## src/rtl/id_issue_buffer_pkg.sv

```systemverilog
// Shared types and sizing helpers for the ID/issue ring buffer.
// Sizing localparams below describe the default build (Depth=4, DataWidth=128).
package id_issue_buffer_pkg;

  localparam int unsigned DefDataWidth = 128;
  localparam int unsigned DefDepth     = 4;
  localparam int unsigned InstrWidth   = 32;
  localparam int unsigned PtrWidth     = $clog2(DefDepth);
  localparam int unsigned CntWidth     = $clog2(DefDepth + 1);

  typedef struct packed {
    logic [DefDataWidth-1:0] data;
    logic [InstrWidth-1:0]   instr;
    logic                    ctrl_flow;
  } id_buf_entry_t;

  function automatic int unsigned ptr_width(input int unsigned depth);
    return $clog2(depth);
  endfunction

  function automatic int unsigned cnt_width(input int unsigned depth);
    return $clog2(depth + 1);
  endfunction

endpackage

```

## src/rtl/id_buf_ptr_wrap.sv

```systemverilog
// Combinational modulo-Depth pointer adder: ptr_o = (ptr_i + inc_i) mod Depth.
module id_buf_ptr_wrap
  import id_issue_buffer_pkg::*;
#(
  parameter  int unsigned Depth   = 4,
  parameter  int unsigned NrIssue = 2,
  localparam int unsigned PtrW    = ptr_width(Depth),
  localparam int unsigned IncW    = $clog2(NrIssue + 1)
) (
  input  logic [PtrW-1:0] ptr_i,
  input  logic [IncW-1:0] inc_i,
  output logic [PtrW-1:0] ptr_o
);

  localparam int unsigned SumW = PtrW + 1;

  logic [SumW-1:0] sum;

  // ptr_i < Depth and inc_i <= Depth, so one conditional subtract is enough.
  always_comb begin
    sum = {1'b0, ptr_i} + SumW'(inc_i);
    if (sum >= SumW'(Depth)) sum = sum - SumW'(Depth);
    ptr_o = sum[PtrW-1:0];
  end

endmodule

```

## src/rtl/id_issue_buffer.sv

```systemverilog
// In-order ring buffer between decode and issue, presenting the NrIssue oldest entries.
// Optional control-flow fence: ID_ISSUE_BUFFER_CTRL_FLOW_FENCE_EN.
module id_issue_buffer
  import id_issue_buffer_pkg::*;
#(
  parameter  int unsigned DataWidth = 128,
  parameter  int unsigned Depth     = 4,
  parameter  int unsigned NrIssue   = 2,
  localparam int unsigned PtrW      = ptr_width(Depth),
  localparam int unsigned CntW      = cnt_width(Depth),
  localparam int unsigned AckW      = $clog2(NrIssue + 1)
) (
  input  logic                            clk_i,
  input  logic                            rst_ni,
  input  logic                            flush_i,
  input  logic                            enq_valid_i,
  output logic                            enq_ready_o,
  input  logic [DataWidth-1:0]            enq_data_i,
  input  logic [31:0]                     enq_instr_i,
  input  logic                            enq_ctrl_flow_i,
  output logic [NrIssue-1:0]              deq_valid_o,
  output logic [NrIssue*DataWidth-1:0]    deq_data_o,
  output logic [NrIssue*32-1:0]           deq_instr_o,
  output logic [NrIssue-1:0]              deq_ctrl_flow_o,
  input  logic [NrIssue-1:0]              deq_ack_i,
  output logic [CntW-1:0]                 occupancy_o
);

  typedef struct packed {
    logic [DataWidth-1:0] data;
    logic [31:0]          instr;
    logic                 ctrl_flow;
  } entry_t;

  entry_t          mem_q [Depth];
  entry_t          slot  [NrIssue];
  entry_t          entry_in;
  logic [PtrW-1:0] slot_addr [NrIssue];
  logic [PtrW-1:0] rd_q, wr_q, rd_nxt, wr_nxt;
  logic [CntW-1:0] count_q, count_d, cnt_after_ack;
  logic [AckW-1:0] n_ack;
  logic            fire;
  logic            fence_block;

  assign entry_in = '{data: enq_data_i, instr: enq_instr_i, ctrl_flow: enq_ctrl_flow_i};

  always_comb begin
    n_ack = '0;
    for (int i = 0; i < NrIssue; i++) n_ack = n_ack + AckW'(deq_ack_i[i]);
  end

  for (genvar i = 0; i < NrIssue; i++) begin : g_slot
    id_buf_ptr_wrap #(.Depth(Depth), .NrIssue(NrIssue)) u_slot_addr (
      .ptr_i (rd_q),
      .inc_i (AckW'(i)),
      .ptr_o (slot_addr[i])
    );
    assign deq_valid_o[i]                        = (count_q > CntW'(i));
    assign slot[i]                               = deq_valid_o[i] ? mem_q[slot_addr[i]] : '0;
    assign deq_data_o[i*DataWidth +: DataWidth]  = slot[i].data;
    assign deq_instr_o[i*32 +: 32]               = slot[i].instr;
    assign deq_ctrl_flow_o[i]                    = slot[i].ctrl_flow;
  end

  id_buf_ptr_wrap #(.Depth(Depth), .NrIssue(NrIssue)) u_rd_wrap (
    .ptr_i (rd_q),
    .inc_i (n_ack),
    .ptr_o (rd_nxt)
  );

  id_buf_ptr_wrap #(.Depth(Depth), .NrIssue(NrIssue)) u_wr_wrap (
    .ptr_i (wr_q),
    .inc_i (AckW'(1)),
    .ptr_o (wr_nxt)
  );

  // Acks free space in the same cycle, so a full buffer can still accept.
  assign cnt_after_ack = count_q - CntW'(n_ack);
  assign enq_ready_o   = rst_ni && !flush_i && (cnt_after_ack < CntW'(Depth)) && !fence_block;
  assign fire          = enq_valid_i && enq_ready_o;
  assign count_d       = flush_i ? '0 : cnt_after_ack + CntW'(fire);
  assign occupancy_o   = count_q;

  always_ff @(posedge clk_i or negedge rst_ni) begin
    if (!rst_ni) begin
      rd_q    <= '0;
      wr_q    <= '0;
      count_q <= '0;
      for (int i = 0; i < Depth; i++) mem_q[i] <= '0;
    end else begin
      if (fire) mem_q[wr_q] <= entry_in;
      if (flush_i) begin
        rd_q <= '0;
        wr_q <= '0;
      end else begin
        rd_q <= rd_nxt;
        if (fire) wr_q <= wr_nxt;
      end
      count_q <= count_d;
    end
  end

`ifdef ID_ISSUE_BUFFER_CTRL_FLOW_FENCE_EN
  // Only one unresolved control-flow entry may be resident at a time.
  logic [CntW-1:0] cf_cnt_q, cf_left, cf_acked;

  always_comb begin
    cf_acked = '0;
    for (int i = 0; i < NrIssue; i++)
      cf_acked = cf_acked + CntW'(deq_ack_i[i] && slot[i].ctrl_flow);
  end

  assign cf_left     = cf_cnt_q - cf_acked;
  assign fence_block = enq_ctrl_flow_i && (cf_left != '0);

  always_ff @(posedge clk_i or negedge rst_ni) begin
    if (!rst_ni)      cf_cnt_q <= '0;
    else if (flush_i) cf_cnt_q <= '0;
    else              cf_cnt_q <= cf_left + CntW'(fire && enq_ctrl_flow_i);
  end
`else
  assign fence_block = 1'b0;
`endif

`ifndef SYNTHESIS
  always_ff @(posedge clk_i) begin
    if (rst_ni) begin
      assert ((deq_ack_i & NrIssue'(deq_ack_i + 1'b1)) == '0)
        else $error("id_issue_buffer: deq_ack_i not a thermometer prefix: %b", deq_ack_i);
      assert ((deq_ack_i & ~deq_valid_o) == '0)
        else $error("id_issue_buffer: ack on invalid slot: ack=%b valid=%b", deq_ack_i, deq_valid_o);
    end
  end
`endif

endmodule

```

## config.mk

```make
export PLATFORM = sky130hd
export DESIGN_NAME = id_issue_buffer
export DESIGN_NICKNAME = d
export VERILOG_FILES = /design/src/rtl/id_issue_buffer_pkg.sv /design/src/rtl/id_buf_ptr_wrap.sv /design/src/rtl/id_issue_buffer.sv
export SDC_FILE = /design/constraint.sdc
export NUM_CORES = 1
export LEC_CHECK = 0
export ABC_CLOCK_PERIOD_IN_PS = 2350
export BUFFER_PORTS_ARGS = -buffer_cell sky130_fd_sc_hd__clkbuf_2
export CAP_MARGIN = 10
export CORE_ASPECT_RATIO = 1.1
export CORE_UTILIZATION = 30
export DETAILED_ROUTE_END_ITERATION = 10
export PLACE_DENSITY = 0.56
export SYNTH_ARGS = -nofsm -noshare
export SYNTH_HDL_FRONTEND = slang
export SYNTH_SLANG_ARGS = --single-unit
```

## constraint.sdc

```tcl
create_clock -name clk_i -period 2.35 [get_ports clk_i]
set_input_delay 0.47 -clock clk_i [delete_from_list [all_inputs] [get_ports clk_i]]
set_output_delay 0.47 -clock clk_i [all_outputs]
set_load 0.005 [all_outputs]
```

==> summary.txt, run 1 <==
pin count of the biggest net entering global routing: 173
GRT overflow: 0
post-synthesis sequential area ratio: 47.8%
Tmin final: 2.96 ns
largest family of logic cells by synthesized area: multiplexers
Hold Vio Cnt, Final: 0
Slew headroom: 33.3%
critical path fanouts, max: 20
Main synth FF type: dfrtp_1
Pre-Repair DR Iteration Count: 5
I/O pins: 495
global router's overall resource usage: 17.5%
dpl hpwl: 68500 µm
Worst R2R Start: occupancy_o[0]
worst clock skew: 0.0209 ns
crit share post-route: 126%
proportion of layout cells with a drive suffix above 1: 54.7%
CTS Root Cell: clkbuf_16
CTS tree: built
total negative slack: -296.81 ns
Layout area overhead: 28.2%
crit path cell chain: buf_12, buf_16, buf_12, mux4_2, and2_1, clkbuf_2
Netlist cell types: 24
multiplexer share of the synthesized area: 42.6%
Yosys reg bits: 651
Core ar.: 112000 µm²
CP Data Required Time: 1.88 ns
cell mode on critical path: buf_12
share of synthesized flip-flops with an asynchronous set or reset: 100%
maximum vdd drop: 616 µV
total CTS buffers: 79
IO buf count: 494
pwr/cell area: 1030 nW/µm²
overall power: 45.0 mW
CTS Sinks: 651
vias in the first global route: 24561
Final WS setup: -0.610 ns
critical path class: reg -> out
hold depth: 2
Slowest-stage cell, CP: mux4_2
die area: 115000 µm²
RSZ-0062 raised after global routing: true
Syn Inst Count: 2161
Slew @ Worst Pin: 1.00 ns
final core utilization: 38.8%
cell class contributing the biggest share of worst-path delay: buffers and inverters
DP Area: 39800 µm²
worst skew pair latency: 0.64 ns
Fin Hold WS: 0.0795 ns
global-route wire length before repair: 154000 µm
final setup vio count: 964
drt via density: 5.10
Site Rows: 129
XOR/XNOR share of the synthesized area: 0.125%
Min-Delay Endpoint: mem_q[495]
Ys Warns: 0
H-tree Lvls: 3
status: complete, but fails checks
Via Count: 22077
Max Cap Viol: 0
failing checks: negative setup slack
clock-pin slew on the worst setup and hold paths: 0.06 ns
largest stage delay on the critical path: 0.55 ns
pins over their slew limit: 0
fmax: 338 MHz
Final Cell Area: 43700 µm²
final-stage net count: 2925
routed wire length: 103000 µm
GPL Wtd Cong: 0.791
Compound-Gate Fraction of Synth Area: 0%
Hold Crit Class: in -> reg
die height: 355 µm
drt drc: 0
adder-cell share of the synthesized area: 0.389%
Mapped Area: 34100 µm²
CP bufs+invs: 4
Leak: 20.1 nW
DIE WIDTH: 323 µm
R2R depth: 11
worst-case clock buffer depth: 3
worst reg-to-reg setup slack: -0.31 ns
Worst Setup Start Kind: register
CP Capture Type: output port
hold_sp: enq_instr_i[11]
Starting Density: 30.3%
drt first-iter violations: 1055
CP arrival: 2.49 ns
Simple-Gate Fraction of Synth Area: 6.30%
number of synthesized flops with an enable pin: 0
per-cell routed wire length: 23.7 µm
Mapped Nets: 2338
Syn Area/Cell: 15.8 µm²
FF-to-FF End: mem_q[264]
Antenna Nets Post-Route: 0
initial antenna violation count: 19
per-layer routing:
layer  track usage [%]  routed length (µm)
met1              21.9               42500
met2              29.4               51200
met5                 0                  89
met3              4.53                6300
met4              5.80                2480
power breakdown:
| part | switching [mW] | internal (mW) | leakage [nW] | total (mW) |
|---|---|---|---|---|
| logic | 7.01 | 9.47 | 10.1 | 16.5 |
| clock network | 5.04 | 7.64 | 1.36 | 12.7 |
| registers | 1.98 | 13.9 | 8.65 | 15.9 |
final cells by class:
type                            count  area (µm²)
Antenna cell                       13        32.5
Clock buffer                      121        2480
Clock inverter                     26         283
Fill cell                       10545       68800
Inverter                            6        25.0
Multi-Input combinational cell   1327       17200
Sequential cell                   651       16300
Tap cell                         1506        1880
Timing Repair Buffer              683        5430
worst reg2reg max path, delay by kind of cell, from the launching register on:
family | cells | cell delay, ns
mux | 1 | 0.34
fa+ha+maj | 2 | 0.52
flops | 1 | 0.40
simple gates | 1 | 0.27
buf+inv | 6 | 0.89
xor+xnor | 1 | 0.15
cell usage after synthesis (all sizes together), types with 2 or more instances:
cell,count,share of area (%)
ha,9,0.33
clkbuf,57,0.63
mux2,645,21
nand2b,2,0.037
and2,323,5.9
inv,6,0.066
dfrtp,651,48
nand4b,4,0.10
nor2,9,0.099
nor2b,3,0.055
mux4,322,21
xnor2,3,0.099
buf,120,2.0
layout by cell type, fill, tap and decap left out, drive strengths merged, types with 3 or more instances in the layout:
cell type	synthesis	final
dfrtp	651	651
mux2	645	645
clkbuf	57	594
and2	323	323
mux4	322	322
buf	120	200
clkinv	0	17
diode	0	13
bufbuf	0	9
ha	9	9
nor2	9	9
inv	6	8
nand4b	4	4
clkinvlp	0	4
nor2b	3	3
bufinv	0	3
xnor2	3	3
per-stage QoR:
stage | cells | setup slack (ns)
finish | 4333 | -0.610
global route | 4329 | -0.712
CTS | 4308 | -0.670
detailed placement | 4137 | -0.608
global placement | 4137 | -0.579
floorplan | 2161 | -0.127
worst max path at each step:
stage                            start         endpoint  slack [ns]  cells after the start
final                          rd_q[1]   deq_data_o[75]       -0.61                      6
after global routing           rd_q[1]   deq_data_o[59]       -0.71                      6
after CTS                      rd_q[1]  deq_data_o[170]       -0.67                      5
after detailed placement  deq_ack_i[1]       mem_q[264]       -0.61                     10
after global placement    deq_ack_i[1]       mem_q[251]       -0.58                     10
after floorplan           deq_ack_i[0]   occupancy_o[1]       -0.13                     10
cell families (layout without fill, tap and decap cells):
group	Yosys count	after routing
DFF	651	651
xor gates and xnor gates	4	4
adders and majority gates	10	10
buffers and inverters	183	836
other	0	13
and+or+nand+nor	345	345
muxes	968	968
flip-flops by register name, summed over array words and instances (netlist names):
signal,flops
mem_q,644
wr_q,2
rd_q,2
occupancy_o,3
repair_timing:
action	4_1_cts	5_1_grt
gates resized for setup	25	124
hold buffers	1	0
setup endpoints to repair	894	972
cloned	9	7
endpoints found under the hold margin	10	0
buffers inserted	14	5
pin swaps	3	7
(Power assumes the default switching activity.)
==> run 2: changes to the inputs <==
- BUFFER_PORTS_ARGS: -buffer_cell sky130_fd_sc_hd__clkbuf_2 -> not set
- CELL_PAD_IN_SITES_DETAIL_PLACEMENT: not set -> 1
- CELL_PAD_IN_SITES_GLOBAL_PLACEMENT: not set -> 1
- DONT_BUFFER_PORTS: not set -> 1
- PLACE_DENSITY: 0.56 -> 0.59
==> summary.txt, run 2 (synthesized netlist as in run 1, its figures left out) <==
cell mode on critical path: buf_12 (unchanged)
worst skew pair latency: 0.66 ns (was 0.64 ns)
Hold Crit Class: in -> async (was in -> reg)
Leak: 19.5 nW (was 20.1 nW)
global-route wire length before repair: 156000 µm (was 154000 µm)
drt via density: 5.25 (was 5.10)
Slew headroom: 32.4% (was 33.3%)
CP arrival: 2.36 ns (was 2.49 ns)
GPL Wtd Cong: 0.768 (was 0.791)
critical path fanouts, max: 8 (was 20)
RSZ-0062 raised after global routing: true (unchanged)
final-stage net count: 2652 (was 2925)
worst-case clock buffer depth: 3 (unchanged)
CTS Root Cell: clkbuf_16 (unchanged)
crit path to: deq_data_o[106] (was deq_data_o[75])
die height: 355 µm (unchanged)
cell class contributing the biggest share of worst-path delay: multiplexers (was buffers and inverters)
Worst R2R Start: occupancy_o[0] (unchanged)
dpl hpwl: 67300 µm (was 68500 µm)
clock-pin slew on the worst setup and hold paths: 0.06 ns (about the same)
Worst Setup Start Kind: register (unchanged)
Fin Hold WS: -0.497 ns (was 0.0795 ns)
Antenna Nets Post-Route: 0 (unchanged)
pin count of the biggest net entering global routing: 658 (was 173)
initial antenna violation count: 7 (was 19)
proportion of layout cells with a drive suffix above 1: 52.9% (was 54.7%)
worst clock skew: 0.0240 ns (was 0.0209 ns)
pwr/cell area: 1010 nW/µm² (was 1030 nW/µm²)
pins over their slew limit: 0 (unchanged)
CP Capture Type: output port (unchanged)
critical path class: reg -> out (unchanged)
final setup vio count: 820 (was 964)
Largest Register: mem_q (unchanged)
worst reg-to-reg setup slack: -0.09 ns (was -0.31 ns)
most common cell after layout, fill and taps aside: dfrtp_1 (unchanged)
IO buf count: 0 (was 494)
critical path depth: 5 (was 6)
Hold Vio Cnt, Final: 221 (was 0)
Max Cap Viol: 0 (unchanged)
Slowest-stage cell, CP: mux4_2 (unchanged)
Pre-Repair DR Iteration Count: 4 (was 5)
Final Cell Area: 44500 µm² (was 43700 µm²)
CP Data Required Time: 1.88 ns (about the same)
fmax: 353 MHz (was 338 MHz)
H-tree Lvls: 3 (unchanged)
Layout area overhead: 30.7% (was 28.2%)
CP bufs+invs: 3 (was 4)
Final WS setup: -0.482 ns (was -0.610 ns)
Starting Density: 30.3% (unchanged)
total CTS buffers: 79 (unchanged)
CTS Sinks: 651 (unchanged)
Tmin final: 2.83 ns (was 2.96 ns)
per-cell routed wire length: 27.0 µm (was 23.7 µm)
Site Rows: 129 (unchanged)
vias in the first global route: 23694 (was 24561)
status: complete, but fails checks (unchanged)
Fillers: 11128 (was 10545)
DIE WIDTH: 323 µm (unchanged)
Core ar.: 112000 µm² (unchanged)
Largest register FFs: 644 (unchanged)
routed wire length: 109000 µm (was 103000 µm)
Crit. Startpoint: rd_q[1] (unchanged)
Via Count: 21208 (was 22077)
largest stage delay on the critical path: 0.52 ns (was 0.55 ns)
drt first-iter violations: 1041 (was 1055)
CTS tree: built (unchanged)
failing checks: negative hold slack, negative setup slack (was negative setup slack)
crit share post-route: 121% (was 126%)
R2R depth: 10 (was 11)
I/O pins: 495 (unchanged)
FF-to-FF End: mem_q[296] (was mem_q[264])
DP Area: 37500 µm² (was 39800 µm²)
most frequent cells in the layout: dfrtp_1, mux4_2, mux2_1, mux2_2, and2_4 (was dfrtp_1, clkbuf_2, mux4_2, mux2_1, mux2_2)
die area: 115000 µm² (unchanged)
global router's overall resource usage: 17.9% (was 17.5%)
Slew @ Worst Pin: 1.01 ns (was 1.00 ns)
maximum vdd drop: 674 µV (was 616 µV)
crit path cell chain: buf_12, buf_12, buf_16, mux4_2, and2_4 (was buf_12, buf_16, buf_12, mux4_2, and2_1, clkbuf_2)
drt drc: 0 (unchanged)
total negative slack: -150.33 ns (was -296.81 ns)
GRT overflow: 0 (unchanged)
==> run 2: worst min-delay path by stage <==
stage / start / slack [ns] / cells after the start / end
floorplan: rst_ni / 0.17 / 0 / mem_q[0]
global placement: rst_ni / 0.21 / 0 / mem_q[625]
detailed placement: rst_ni / 0.21 / 0 / mem_q[464]
CTS: rst_ni / -0.55 / 0 / mem_q[467]
global route: rst_ni / -0.55 / 0 / mem_q[613]
finish: rst_ni / -0.50 / 0 / mem_q[467]
==> run 2: where the power goes <==
group	leakage [nW]	total, mW	switching, mW	internal (mW)
clock network	1.23	12.0	4.89	7.09
registers	8.65	16.0	2.07	13.9
logic	9.58	17.1	7.25	9.87
total	19.5	45.1	14.2	30.8
==> run 2: layer usage <==
layer	vias to the layer above	global-route usage, %	part of all wire (%)
met5	-	0	0.021
met4	4	5.23	2.0
met3	124	5.05	6.6
met2	595	30.5	51
met1	11707	21.9	40
li1	8778	-	-
==> run 2: metrics by stage <==
stage	setup WS [ns]	total power [mW]	util, %	hold slack, ns	cells
3_3_place_gp	-0.372	28.1	33.3	0.211	3641
6_report	-0.482	45.1	39.6	-0.497	4037
3_5_place_dp	-0.411	28.9	33.3	0.208	3641
5_1_grt	-0.582	47.3	39.6	-0.554	4037
4_1_cts	-0.618	42.9	37.9	-0.547	3967
2_1_floorplan	-0.127	24.4	-	0.174	2161
==> run 2: timing repair <==
| action | in CTS | in global routing |
|---|---|---|
| gates resized for setup | 156 | 257 |
| endpoints found under the setup margin | 911 | 960 |
| hold buffers | 162 | 2 |
| setup buffers | 16 | 33 |
| pin swaps | 1 | 57 |
| hold endpoints to repair | 1302 | 221 |
| gates cloned | 16 | 32 |
==> run 2: layout make-up <==
cell class,instances,area [µm²],area share (%)
repair buffers,410,5910,13.3
diodes,5,12.5,0.0281
clock inverters,17,168,0.377
inverters,6,22.5,0.0506
clock buffers,115,2340,5.27
multi-input cells,1327,17900,40.1
flip-flops and latches,651,16300,36.6
well taps,1506,1880,4.23
